## src/rtl/main_dec.sv

```systemverilog
// LEGv8 main control decoder: combinational control outputs plus a sticky illegal-opcode flag.
// Optional ADDI decode is enabled by defining MAINDEC_ADDI_EN.
module main_dec (
    input  logic        clk,
    input  logic        reset_n,
    input  logic [10:0] Op,
    input  logic        OpValid,
    output logic        Reg2Loc,
    output logic        ALUSrc,
    output logic        MemtoReg,
    output logic        RegWrite,
    output logic        MemRead,
    output logic        MemWrite,
    output logic        Branch,
    output logic [1:0]  ALUOp,
    output logic        Illegal,
    output logic        IllegalSeen
);

    logic [8:0] ctrl;

    // Equality tests (not casez) so X/Z on Op falls through to the illegal default.
    always_comb begin
        ctrl    = '0;
        Illegal = 1'b1;
        if (Op == 11'b111_1100_0010) begin
            ctrl    = 9'b0_1_1_1_1_0_0_00;
            Illegal = 1'b0;
        end else if (Op == 11'b111_1100_0000) begin
            ctrl    = 9'b1_1_0_0_0_1_0_00;
            Illegal = 1'b0;
        end else if (Op[10:3] == 8'b1011_0100) begin
            ctrl    = 9'b1_0_0_0_0_0_1_01;
            Illegal = 1'b0;
        end else if (Op == 11'b100_0101_1000 || Op == 11'b110_0101_1000 ||
                     Op == 11'b100_0101_0000 || Op == 11'b101_0101_0000) begin
            ctrl    = 9'b0_0_0_1_0_0_0_10;
            Illegal = 1'b0;
`ifdef MAINDEC_ADDI_EN
        end else if (Op[10:1] == 10'b100_1000_100) begin
            ctrl    = 9'b0_1_0_1_0_0_0_00;
            Illegal = 1'b0;
`else
`endif
        end
    end

    assign {Reg2Loc, ALUSrc, MemtoReg, RegWrite, MemRead, MemWrite, Branch, ALUOp} = ctrl;

    always_ff @(posedge clk) begin
        if (!reset_n)
            IllegalSeen <= 1'b0;
        else if (OpValid && Illegal)
            IllegalSeen <= 1'b1;
    end

endmodule

```

## config.mk

```make
export PLATFORM = sky130hd
export DESIGN_NAME = main_dec
export DESIGN_NICKNAME = d
export VERILOG_FILES = /design/src/rtl/main_dec.sv
export SDC_FILE = /design/constraint.sdc
export NUM_CORES = 1
export LEC_CHECK = 0
export CAP_MARGIN = 20
export CORE_AREA = 2 2 39 41
export CTS_CLUSTER_SIZE = 10
export DETAILED_ROUTE_END_ITERATION = 7
export DIE_AREA = 0 0 41 43
export PLACE_DENSITY = 0.64
export REMOVE_ABC_BUFFERS = 1
export SKIP_CTS_REPAIR_TIMING = 1
export SYNTH_ARGS = -nofsm -noshare
export SYNTH_HDL_FRONTEND = slang
export SYNTH_SLANG_ARGS = --single-unit
export TNS_END_PERCENT = 5
```

## constraint.sdc

```tcl
create_clock -name clk -period 1.2 [get_ports clk]
set_input_delay 0.12 -clock clk [delete_from_list [all_inputs] [get_ports clk]]
set_output_delay 0.12 -clock clk [all_outputs]
set_load 0.05 [all_outputs]
```

# Word level (Yosys, flattened, before mapping)

Cells that the tools add are included.

Flip-flop bits (word level): 1
Output and inout bits: 11
Bits of input ports: 14

Muxes and demuxes: 8
Reduce and logical (&&, ||, !) cells: 4
Equality and inequality tests: 7

Operators with widths:

| kind                                  | number |
|---|---|
| == test 11 bit, second input constant | 6 |
| two-way mux 9 bit                     | 3 |
| == test 8 bit, second input constant  | 1 |
| two-way mux 6 bit                     | 1 |
| two-way mux 1 bit                     | 4 |
| logical OR 1 bit                      | 3 |
| logical AND 1 bit                     | 1 |

# Logic depth before layout (Yosys ltp)

Depth in word-level cells: 9
Gate-level depth with buffers: 4
Depth with buffers taken out: 3

# Worst setup path before layout

No wires, ideal clock.

Path type: input to output
Start point: in Op[5]
End point: out MemtoReg
Path buffers: 1
Setup slack: -804 ps
Cell stages on the path: 4
Arrival: 1,884 ps
Path through: nor4b_4 nor3b_4 and2_1 buf_4

Longest elaborated chain between the ends: 3

RTL lines:

| item                | RTL line | RTL |
|---|---|---|
| start: declaration  | 6        | `input logic [10:0] Op,` |
| == test 11 bit      | 29       | `end else if (Op == 11'b111_1100_0000) begin` |
| two-way mux 9 bit   | 29       |  |
| two-way mux 9 bit * | 26       | `if (Op == 11'b111_1100_0010) begin` |
| end: declaration    | 10       | `output logic MemtoReg,` |

Every way passes the cells marked *; elsewhere a longest branch is shown, timed or not.

# Worst setup path after layout

Start point: in Op[4]
End point: out Reg2Loc

Longest elaborated chain between the ends: 4

RTL lines:

| item                | RTL line | RTL |
|---|---|---|
| == test 8 bit       | 32       | `end else if (Op[10:3] == 8'b1011_0100) begin` |
| two-way mux 9 bit   | 32       |  |
| two-way mux 9 bit   | 29       |  |
| two-way mux 9 bit * | 26       |  |
| end: declaration    | 8        | `output logic Reg2Loc,` |

Marked as above.

==> metrics.cfg <==
[route]
wirelength_um=776
vias_per_cell=4.30
wl_per_cell_um=10.9
dr.pass1.iters=3
via_count=305
ant_nets=0
drc=0
drt_iter0_markers=1

[sta]
period_minus_slack_ps=1360
rsz0062_at_grt=true
clock_skew_ps=0
final-setup-viol-count=9
tightest_slew_ps=264
fin_crit_sh=1.13
drv_slew=0
hold_viol=0
slew_headroom=0.822
max_freq_mhz=737
worst_slack_ps=-157
whs_ps=511
timing.setup.tns_ps=-925

[placement]
dp_hpwl_um=705
gp_congestion=0.631
dp_cells=71
portBuffers=24
dpl_worst_slack_ps=-513

[cells_and_area]
largest_register_ffs=1
reg_top3=IllegalSeen (1)
finalNetCount=71
diodes=0
top_register=IllegalSeen
final_layout_size_suffix_gt1_frac=0.600
finalNonFillerCells=71
syn_to_final_growth_pct=198
nFillCells=126
fin_util=0.476

[logic_synthesis]
yosysWarnings=0
netlist_top_cells_count=nand2_1, buf_4, nor2b_1, nor3_1
syn_inst=23
syn_area_um2=221
muxShareOfSynthArea=0.0452
async_flop_share=0
synth_edf_count=0
avgSynthCellArea_um2=9.63
yosys.area.top_type_share=0.107
synth_xor_area_frac=0
yosys.cell_types.count=18
synth_top_family_by_area=simple AND/OR/NAND/NOR gates
dominantRegCellSynth=dfxtp_1
post-synth-top-count-cell=nand2_1
synth.area.top_cells=nor4b_4, nor4_4, dfxtp_1, nor3b_4, o41ai_2
ys_ff_latch=1
yosys.area.top_type=nor4b_4
synth_compound_area_frac=0.147
synth-simple-area-share=0.650
ys_seq_area_frac=0.0904
yosys.area_share.adder=0

[outcome]
status=finished, violations left
violations=setup timing

[critical_path]
worstPathCellList=buf_6 > nand4b_1 > nor4_4 > a31o_1 > buf_12
critical_path_class=input port to output port
critPathRequiredTime_ps=1080
cpMaxStageDelayCell=nor4_4
cp.arrival_ps=1240
critPathCaptureType=output port
critPathMaxStageDelay_ps=390
cp-start-kind=input port
crit_path_max_fanout=3

[die]
die_area_um2=1760
die_w_um=41
pin_count=25
placementRows=14
initial_core_util=0.160
core_um2=1380
die_y_um=43

[clock_network]
clock_latency_ps=0
clk_pin_slew_ps=0

[power_and_ir_drop]
powerDensity_nw_per_um2=245
ir_drop_v=0.000172
leakagePower_uw=0.000357

[global_route]
antenna_found_initial=0
grt_pass1_vias=262
grt_overflow_total=0
grt_max_degree=5
grt.total_usage=0.0870
grt_pass1_wl_mm=1.12

[hold_path]
hp-class=register to register

[run]
maxCapViolations=0

-- cells in the final DEF (no fill, tap or decap), types with 2 or more instances in the layout --
cell / instances
buf_12: 10
nand2_1: 3
dlymetal6s2s_1: 7
buf_4: 10
buf_6: 2
nor3_1: 2
clkbuf_2: 3
clkdlybuf4s50_1: 2
-- where the power goes --
part | internal, uW | switching (uW) | total (uW) | leakage [uW]
registers | 37.2 | 3.35 | 40.6 | 0.00000842
logic | 71.1 | 49.7 | 121 | 0.000348
clock network | 0 | 0 | 0 | 0
-- path summary, 6_finish.rpt --
kind | startpoint | to | depth (start not counted) | slack, ps
setup reg to reg | IllegalSeen | IllegalSeen | 2 | 600
hold reg to reg | IllegalSeen | IllegalSeen | 2 | 510
hold / removal | IllegalSeen | IllegalSeen | 2 | 510
setup / recovery | Op[4] | Reg2Loc | 5 | -160
-- worst max-delay path, delay by kind of cell --
family / cells / cell delay, ps
buffers and inverters: 2 / 240
AOI/OAI and AO/OA: 1 / 200
and+or+nand+nor: 2 / 680
-- logic make-up after synthesis --
family / Yosys count
buf+inv: 2
simple gates: 16
flops: 1
mux: 1
compound gates: 3
-- per-layer routing --
| metal | vias to the layer above | part of all wire | global-route usage |
|---|---|---|---|
| met2 | 7 | 0.61 | 0.175 |
| met5 | - | 0 | 0 |
| met3 | 0 | 0.035 | 0 |
| met1 | 148 | 0.36 | 0.0984 |
| li1 | 150 | - | - |
| met4 | 0 | 0 | 0 |
-- cell type report --
class	instances	area, um^2	area share
Sequential cell	1	20.0	0.0304
Tap cell	16	20.0	0.0304
Timing Repair Buffer	34	420	0.638
Multi-Input combinational cell	20	199	0.302
-- through the flow --
step	power [uW]	area, um^2
2_1_floorplan	76.3	206
6_report	161	659
4_1_cts	166	639
3_5_place_dp	166	639
3_3_place_gp	163	639
5_1_grt	169	659
(Power assumes the default switching activity.)
